## config.mk

```make
export PLATFORM = sky130hd
export DESIGN_NAME = alu_arbiter
export DESIGN_NICKNAME = d
export VERILOG_FILES = /design/src/rtl/alu_arbiter.sv
export SDC_FILE = /design/constraint.sdc
export NUM_CORES = 1
export LEC_CHECK = 0
export CAP_MARGIN = 10
export CORE_AREA = 2 2 163 165
export CTS_CLUSTER_DIAMETER = 40
export CTS_CLUSTER_SIZE = 16
export DETAILED_ROUTE_END_ITERATION = 16
export DIE_AREA = 0 0 165 167
export SYNTH_ARGS = -nofsm -noshare
export SYNTH_HDL_FRONTEND = slang
export SYNTH_SLANG_ARGS = --single-unit
```

## constraint.sdc

```tcl
create_clock -name clock -period 3.6 [get_ports clock]
set_input_delay 1.08 -clock clock [delete_from_list [all_inputs] [get_ports clock]]
set_output_delay 1.08 -clock clock [all_outputs]
set_load 0.03 [all_outputs]
```

## src/rtl/alu_arbiter.sv

```systemverilog
// ---------------------------------------------------------------------------
// alu_arbiter
//   Shares one combinational ALU between NUM_REQ requesters. A round-robin
//   arbiter registers the winning request into an issue stage (S1) that
//   drives the ALU. The ALU result is then captured into a response stage
//   (S2), which uses valid/ready back-pressure and tags each response with
//   the requester id. With resp_ready held high the block sustains one
//   operation per cycle. Latency is two edges from grant to resp_valid.
//
// Ports
//   clock, reset          single clock, synchronous active-high reset
//   req_valid/req_ready   per-requester handshake (ready is one-hot-or-zero)
//   req_op/req_a/req_b    per-requester op/operands, requester i in slice i
//   alu_op/alu_a/alu_b    drive to the shared ALU (zero while S1 is idle)
//   alu_result/alu_zero   return from the shared ALU
//   resp_valid/resp_ready response handshake
//   resp_result/zero/id   registered response payload
// ---------------------------------------------------------------------------
module alu_arbiter #(
    parameter int DATA_WIDTH = 32,
    parameter int NUM_REQ    = 4,
    parameter int ID_WIDTH   = 2
) (
    input  logic                          clock,
    input  logic                          reset,
    input  logic [NUM_REQ-1:0]            req_valid,
    input  logic [4*NUM_REQ-1:0]          req_op,
    input  logic [DATA_WIDTH*NUM_REQ-1:0] req_a,
    input  logic [DATA_WIDTH*NUM_REQ-1:0] req_b,
    output logic [NUM_REQ-1:0]            req_ready,
    output logic [3:0]                    alu_op,
    output logic [DATA_WIDTH-1:0]         alu_a,
    output logic [DATA_WIDTH-1:0]         alu_b,
    input  logic [DATA_WIDTH-1:0]         alu_result,
    input  logic                          alu_zero,
    output logic                          resp_valid,
    input  logic                          resp_ready,
    output logic [DATA_WIDTH-1:0]         resp_result,
    output logic                          resp_zero,
    output logic [ID_WIDTH-1:0]           resp_id
);

    typedef struct packed {
        logic [3:0]            op;
        logic [DATA_WIDTH-1:0] a;
        logic [DATA_WIDTH-1:0] b;
        logic [ID_WIDTH-1:0]   id;
    } iss_t;

    typedef struct packed {
        logic [DATA_WIDTH-1:0] result;
        logic                  zero;
        logic [ID_WIDTH-1:0]   id;
    } rsp_t;

    // Unpack the flat request buses into per-requester arrays.
    logic [NUM_REQ-1:0][3:0]            op_arr;
    logic [NUM_REQ-1:0][DATA_WIDTH-1:0] a_arr;
    logic [NUM_REQ-1:0][DATA_WIDTH-1:0] b_arr;

    for (genvar g = 0; g < NUM_REQ; g++) begin : g_unpack
        assign op_arr[g] = req_op[4*g +: 4];
        assign a_arr[g]  = req_a[DATA_WIDTH*g +: DATA_WIDTH];
        assign b_arr[g]  = req_b[DATA_WIDTH*g +: DATA_WIDTH];
    end

    iss_t                s1_q, s1_d;
    logic                s1_valid_q, s1_valid_d;
    rsp_t                s2_q, s2_d;
    logic                s2_valid_q, s2_valid_d;
    logic [ID_WIDTH-1:0] last_grant_q, last_grant_d;

    logic                stall, s2_load, s1_free;
    logic                grant_any, grant;
    logic [ID_WIDTH-1:0] grant_idx, scan_idx;

    assign stall   = s2_valid_q & ~resp_ready;
    assign s2_load = s1_valid_q & ~stall;
    assign s1_free = ~s1_valid_q | ~stall;

    // Round-robin scan: start just after the last winner and wrap. The
    // previous winner is checked last, so it still wins when it is alone.
    always_comb begin
        grant_any = 1'b0;
        grant_idx = '0;
        scan_idx  = '0;
        for (int k = 1; k <= NUM_REQ; k++) begin
            scan_idx = ID_WIDTH'((int'(last_grant_q) + k) % NUM_REQ);
            if (!grant_any && req_valid[scan_idx]) begin
                grant_any = 1'b1;
                grant_idx = scan_idx;
            end
        end
    end

    // Gated by reset so that no transfer is offered while state is clearing.
    assign grant = ~reset & s1_free & grant_any;

    always_comb begin
        req_ready = '0;
        if (grant) req_ready[grant_idx] = 1'b1;
    end

    // Next-state for S1 and the round-robin pointer.
    always_comb begin
        s1_d         = s1_q;
        s1_valid_d   = s1_valid_q;
        last_grant_d = last_grant_q;
        if (grant) begin
            s1_d.op      = op_arr[grant_idx];
            s1_d.a       = a_arr[grant_idx];
            s1_d.b       = b_arr[grant_idx];
            s1_d.id      = grant_idx;
            s1_valid_d   = 1'b1;
            last_grant_d = grant_idx;
        end else if (s1_free) begin
            s1_valid_d = 1'b0;
        end
    end

    // Next-state for S2. On a drain without a refill the payload holds.
    always_comb begin
        s2_d       = s2_q;
        s2_valid_d = s2_valid_q;
        if (s2_load) begin
            s2_d.result = alu_result;
            s2_d.zero   = alu_zero;
            s2_d.id     = s1_q.id;
            s2_valid_d  = 1'b1;
        end else if (resp_ready && s2_valid_q) begin
            s2_valid_d = 1'b0;
        end
    end

    always_ff @(posedge clock) begin
        if (reset) begin
            s1_q         <= '0;
            s1_valid_q   <= 1'b0;
            s2_q         <= '0;
            s2_valid_q   <= 1'b0;
            last_grant_q <= ID_WIDTH'(NUM_REQ - 1);
        end else begin
            s1_q         <= s1_d;
            s1_valid_q   <= s1_valid_d;
            s2_q         <= s2_d;
            s2_valid_q   <= s2_valid_d;
            last_grant_q <= last_grant_d;
        end
    end

    // The ALU inputs are held at zero while idle so that the shared ALU does not toggle.
    assign alu_op = s1_valid_q ? s1_q.op : 4'd0;
    assign alu_a  = s1_valid_q ? s1_q.a  : '0;
    assign alu_b  = s1_valid_q ? s1_q.b  : '0;

    assign resp_valid  = s2_valid_q;
    assign resp_result = s2_q.result;
    assign resp_zero   = s2_q.zero;
    assign resp_id     = s2_q.id;

endmodule

```

==> flow_summary.yaml, run 1 <==
run_status:
  status: "finished clean"
logic_synthesis:
  synth_area_leaders: "dfxtp_1, nand3b_1, and2_1"
  syn-num-nets: 1175
  synth-simple-area-share_pct: 29.45
  ys_types: 31
  postSynthCellCount: 863
  synth-seq-cells: 109
  synth_top_family_by_area: "simple AND/OR/NAND/NOR gates"
  synthMuxAreaShare_pct: 6.215
  synth_compound_area_share_pct: 24.07
  synth_seq_area_share_pct: 32.26
  syn_avg_cell_area_um2: 7.838
  yosysWarnings: 0
  synth_top_area_cell: "dfxtp_1"
  synth_xor_area_share_pct: 0
  synth_top_area_share_pct: 32.26
  syn_area_um2: 6764
  yosys.area_share.adder_pct: 0
routing:
  wire_per_inst_um: 18.11
  ant_nets: 0
  drt_iter0_markers: 389
  postRouteWirelength_um: 28500
  vias: 7700
  firstDrtPassIters: 4
  vias_per_cell: 4.892
  drt_drc_violations_left: 0
floorplan:
  start_util_pct: 26.25
  die_x_um: 165
  core_um2: 25760
  boundaryPins: 420
  die_y_um: 167
  die-area_um2: 27560
  rows: 59
clock_tree:
  root_buffer: "clkbuf_16"
  clkTransAtPathRegs_ps: 80
  cts.hold.buffers_added: 0
  cts_sinks: 109
  numCtsBuffers: 9
  cts_tree: "yes"
  clk-insertion-delay-late_ps: 360
  clockBufferDepth: 2
  htree_num_levels: 3
sta:
  finalSetupViolations: 0
  hold_viol: 0
  slew_headroom_pct: 47.32
  fmax_mhz: 282.5
  min_period_over_period_pct: 98.32
  fin_skew_ps: 16.05
  worst_slack_ps: 60.64
  fin_crit_ps: 3539
  rsz0062_at_grt: "false"
  tightest_slew_ps: 790.2
  drv_slew: 0
grt:
  antenna_found_initial: 3
  grt_usage_pct: 19.93
  grt_pass1_wl_um: 42300
  grt_max_degree: 105
  grt_pass1_vias: 7295
  overflow: 0
critical_path:
  cp.required_ps: 2520
  arrival_ps: 2460
  r2r_cells: 7
  path_class: "in2out"
  start_kind: "primary input"
  setup.worst_path.end_class: "primary output"
  cp_max_fo: 4
power:
  p_per_area_nw_per_um2: 371.0
  internal_power_mw: 2.782
  power_mw: 4.331
  combPwrFrac_pct: 42.2
  pwr-share-clk_pct: 23.1
  p_switching_mw: 1.549
  seq_power_share_pct: 34.6
  sw_frac_of_total_pct: 35.77
  p_leak_nw: 4.380
  ir_drop_mv: 0.2786
cells_and_area:
  layout_commonest_cell: "clkdlybuf4s50_1"
  nFillCells: 2562
  stdcell_area_um2: 11670
  multiInputGateArea_um2: 4106
  layout.nets: 1544
  final_cell_mix: "clkdlybuf4s50_1, dfxtp_1, nand2_1"
  area_growth_pct: 72.59
  register_area_um2: 2183
  drive_gt1_share_pct: 5.416
placed_design:
  port_buffers: 419
  pre_cts_ws_ps: -252.7
  placed_area_um2: 11380
  hpwl_um: 20780
  gp_congestion: 0.8157
job:
  cap_violations: 0
worst_hold_path:
  min_path_cells: 2
  hold_path_class: "reg2reg"
==> cells by family (layout without fill, tap and decap cells) <==
logic type,count (synthesis),in the layout
flip-flops,109,109
other,0,2
AO/OA/AOI/OAI,249,249
AND/OR/NAND/NOR,325,325
buffers and inverters,138,512
multiplexers,42,42
==> cells in the mapped netlist, drive strengths merged <==
| cell type | number |
|---|---|
| o211ai | 42 |
| and4 | 42 |
| a21o | 1 |
| or3b | 1 |
| nor2 | 6 |
| nor2b | 54 |
| dfxtp | 109 |
| a221oi | 1 |
| nor3b | 1 |
| nand3b | 59 |
| a31oi | 42 |
| a211oi | 52 |
| nor4 | 1 |
| nand2 | 85 |
| a22oi | 1 |
| a21oi | 38 |
| buf | 22 |
| and3 | 1 |
| o31ai | 26 |
| mux2i | 42 |
| nand2b | 3 |
| nand3 | 1 |
| clkbuf | 71 |
| inv | 45 |
| nor3 | 2 |
| o21a | 1 |
| and2 | 69 |
| o21ai | 45 |
==> per-layer routing <==
| metal | part of all wire [%] | vias to the layer above | wire length [um] | track usage (%) |
|---|---|---|---|---|
| li1 | - | 3813 | - | - |
| met1 | 41 | 3565 | 11790 | 24.71 |
| met2 | 50 | 295 | 14200 | 34.51 |
| met3 | 7.3 | 25 | 2073 | 4.757 |
| met4 | 1.5 | 2 | 427 | 4.877 |
| met5 | 0.039 | - | 11 | 0 |
==> sequential cells by signal (all words and copies together) (netlist names) <==
name and flops:
last_grant_q 2, resp_result 32, resp_valid 1, resp_zero 1
s1_valid_q 1, s1_q 70, resp_id 2
==> through the flow <==
stage / setup TNS, ps / util, % / hold slack [ps] / std cells
after floorplan: -337.8 / - / 422.7 / 863
after global placement: -691.9 / 44.16 / 430.2 / 1556
after detailed placement: -837.3 / 44.16 / 437.5 / 1556
after CTS: 0 / 45.29 / 450.6 / 1572
after global routing: 0 / 45.31 / 469.3 / 1574
final: 0 / 45.31 / 449.8 / 1574
==> worst paths after layout <==
check	start	slack, ps	end
worst min-delay path	s1_q[1]$_SDFFE_PP0P_	450	s1_q[1]$_SDFFE_PP0P_
worst min register to register	s1_q[1]$_SDFFE_PP0P_	450	s1_q[1]$_SDFFE_PP0P_
worst max register to register	last_grant_q[0]$_SDFFE_PP1P_	1380	s1_q[6]$_SDFFE_PP0P_
worst max-delay path	resp_ready	60	req_ready[1]
==> power groups by stage <==
| stage | clock (mW) | combinational (mW) | sequential, mW |
|---|---|---|---|
| after floorplan | 0 | 0.966 | 1.54 |
| after global placement | 0 | 1.83 | 1.52 |
| after detailed placement | 0 | 1.84 | 1.53 |
| after CTS | 1.05 | 1.85 | 1.50 |
| after global routing | 1.09 | 1.98 | 1.52 |
| final | 1.00 | 1.83 | 1.50 |
==> worst max-delay path, stage by stage <==
cell and delay (ps):
clkdlybuf4s50_1 470, nand3b_1 150, or3b_4 440, nor3_4 160, buf_12 150
==> timing repair <==
action | in CTS | in global routing
gates resized for setup | 8 | 0
cloned | 0 | 0
setup endpoints to repair | 4 | 1
buffers inserted | 0 | 0
pin swaps | 1 | 1
==> area by class of cell <==
class                   count  share of cell area [%]
clock inverters             7                  0.4930
well taps                 335                   3.591
inverters                  45                   1.447
diodes                      2                 0.04287
multi-input cells         616                   35.18
repair buffers            451                   38.62
clock buffers               9                   1.929
flip-flops and latches    109                   18.70
Power figures use the tool's default switching activity.
==> run 2, diff against run 1 <==
--- a/config.mk
+++ b/config.mk
@@ -5,12 +5,13 @@
 export SDC_FILE = /design/constraint.sdc
 export NUM_CORES = 1
 export LEC_CHECK = 0
+export ABC_AREA = 1
 export CAP_MARGIN = 10
-export CORE_AREA = 2 2 163 165
+export CORE_AREA = 2 2 164 166
 export CTS_CLUSTER_DIAMETER = 40
 export CTS_CLUSTER_SIZE = 16
 export DETAILED_ROUTE_END_ITERATION = 16
-export DIE_AREA = 0 0 165 167
+export DIE_AREA = 0 0 166 168
 export SYNTH_ARGS = -nofsm -noshare
 export SYNTH_HDL_FRONTEND = slang
 export SYNTH_SLANG_ARGS = --single-unit
==> run 2 against run 1 <==
  * Sequential power increased by 24%
  * Global-route usage increased by 1.2 points
  * Area after synthesis increased by 13%
  * Largest cell class unchanged
  * Highest routed layer is now met4
==> flow_summary.yaml, run 2 <==
routing:
  firstDrtPassIters: 5
  vias: 9280
  ant_nets: 0
  wire_per_inst_um: 14.78
  drt_drc_violations_left: 0
  vias_per_cell: 4.538
  postRouteWirelength_um: 30220
  drt_iter0_markers: 493
logic_synthesis:
  synth-seq-cells: 109
  synth_top_area_cell: "dfxtp_1"
  yosysWarnings: 0
  synth_top_area_share_pct: 28.59
  syn-num-nets: 1637
  ys.flop_type: "dfxtp_1"
  synthArstFlopShare_pct: 0
  synth_edf_count: 0
  synth_area_leaders: "dfxtp_1, nand2_1, inv_1"
  syn_avg_cell_area_um2: 5.759
  ys_types: 26
  postSynthCellCount: 1325
  yosysMostFrequentCell: "nand2_1"
  synth_seq_area_share_pct: 28.59
  syn_area_um2: 7631
  synth_common_cells: "nand2_1, inv_1, nand3_1, dfxtp_1, nand3b_1"
power:
  p_per_area_nw_per_um2: 794.5
  p_leak_nw: 6.469
  pwr-share-clk_pct: 10.4
  ir_drop_mv: 1.273
  p_switching_mw: 5.243
  seq_power_share_pct: 18.7
  combPwrFrac_pct: 70.9
  internal_power_mw: 4.691
  sw_frac_of_total_pct: 52.78
clock_tree:
  numCtsBuffers: 9
  clk-insertion-delay-late_ps: 360
  cts_sinks: 109
  cts_tree: "yes"
  clockBufferDepth: 2
  clkTransAtPathRegs_ps: 80
  cts.hold.buffers_added: 0
  root_buffer: "clkbuf_16"
  htree_num_levels: 3
cells_and_area:
  layout.nets: 2010
  layout_commonest_cell: "clkdlybuf4s50_1"
  final_cell_mix: "clkdlybuf4s50_1, nand2_1, inv_1"
  stdcell_area_um2: 12500
  largest_reg_flops: 70
  final_cells: 2045
  regMostFlops: "s1_q"
  drive_gt1_share_pct: 5.167
  area_growth_pct: 63.86
grt:
  grt_usage_pct: 21.09
  grt_pass1_wl_um: 47300
  overflow: 0
  grt_pass1_vias: 8673
  antenna_found_initial: 1
  grt_max_degree: 137
sta:
  finalSetupViolations: 0
  slew_headroom_pct: 29.51
  drv_slew: 0
  fin_skew_ps: 10.07
  fmax_mhz: 283.8
  worst_slack_ps: 76.13
  fin_crit_ps: 3524
  tightest_slew_ps: 1051
  min_period_over_period_pct: 97.89
  hold_viol: 0
critical_path:
  path_class: "in2out"
  start_kind: "primary input"
  setup.worst_path.end_class: "primary output"
  cp.required_ps: 2520
  cp_max_fo: 3
  arrival_ps: 2440
placed_design:
  hpwl_um: 21850
  gp_congestion: 0.9275
  placed_area_um2: 12110
  dp_cells: 2027
  pre_cts_ws_ps: -229.8
  port_buffers: 419
worst_hold_path:
  hold_path_class: "reg2reg"
floorplan:
  die_y_um: 168
  core_um2: 26350
  boundaryPins: 420
  die-area_um2: 27890
  start_util_pct: 28.96
  rows: 60
  die_x_um: 166
run_status:
  status: "finished clean"
job:
  cap_violations: 0
run 2: cell count changes after synthesis, sizes merged, moves of 54 or more:
cell / delta
nand3: +191
and2: -69
nand2: +338
nor2b: -54
inv: +238
nor2: +73
run 2: worst max-delay path, stage by stage:
cell	delay, ps
dlygate4sd2_1	240
nand2_1	80
nand2_2	80
nand2_2	80
nand2_2	80
nor2_4	170
nand4_4	130
a21oi_4	210
inv_4	70
nor2_4	80
buf_6	130
run 2: cells by family (layout without fill, tap and decap cells):
logic type / after synthesis / after routing / synth area share, %
AO/OA/AOI/OAI: 66 / 66 / 5.230
buffers and inverters: 369 / 747 / 19.61
flip-flops: 109 / 109 / 28.59
other: 0 / 1 / 0
AND/OR/NAND/NOR: 781 / 781 / 46.56
run 2: routing by layer:
| layer | global-route usage, % | wire length (um) | vias to the layer above |
|---|---|---|---|
| li1 | - | - | 4749 |
| met1 | 25.52 | 12800 | 4179 |
| met2 | 37.04 | 14790 | 315 |
| met3 | 5.195 | 2003 | 37 |
| met4 | 6.200 | 620 | 0 |
| met5 | 0 | 0 | - |
run 2: final cells by class:
class | count | area [um^2]
repair buffers | 447 | 4478
clock inverters | 7 | 78.83
clock buffers | 9 | 225.2
diodes | 1 | 2.502
inverters | 284 | 1071
well taps | 341 | 426.7
fillers | 2750 | 13850
flip-flops and latches | 109 | 2185
multi-input cells | 847 | 4038
run 2: repair_timing:
item                       4_1_cts  5_1_grt
pin swaps                        9       11
setup buffers                    1        0
setup endpoints to repair        4        4
gates resized for setup         19       17
run 2: power groups by stage:
stage          clock network (mW)  logic, mW  registers [mW]
3_5_place_dp                    0       6.93            1.87
3_3_place_gp                    0       6.88            1.86
2_1_floorplan                   0       4.63            2.01
5_1_grt                      1.14       7.88            1.91
6_report                     1.04       7.04            1.86
4_1_cts                      1.09       7.01            1.85
run 2: worst paths after layout:
check,startpoint,to,slack [ps],depth (start not counted)
worst min register to register,s1_q[1]$_SDFFE_PP0P_,s1_q[1]$_SDFFE_PP0P_,450,2
worst min-delay path,s1_q[1]$_SDFFE_PP0P_,s1_q[1]$_SDFFE_PP0P_,450,2
worst max-delay path,req_valid[2],req_ready[2],80,11
worst max register to register,last_grant_q[1]$_SDFFE_PP1P_,s1_q[66]$_SDFFE_PP0P_,620,18
run 2: per-stage QoR:
stage | power (mW) | setup TNS, ps | hold WS, ps | util, %
final | 9.935 | 0 | 448.3 | 47.45
after global routing | 10.92 | -6.837 | 468.9 | 47.45
after global placement | 8.743 | -3098 | 431.4 | 45.94
after detailed placement | 8.799 | -6511 | 436.2 | 45.94
after floorplan | 6.637 | -70.86 | 413.6 | -
after CTS | 9.961 | 0 | 451.4 | 47.26
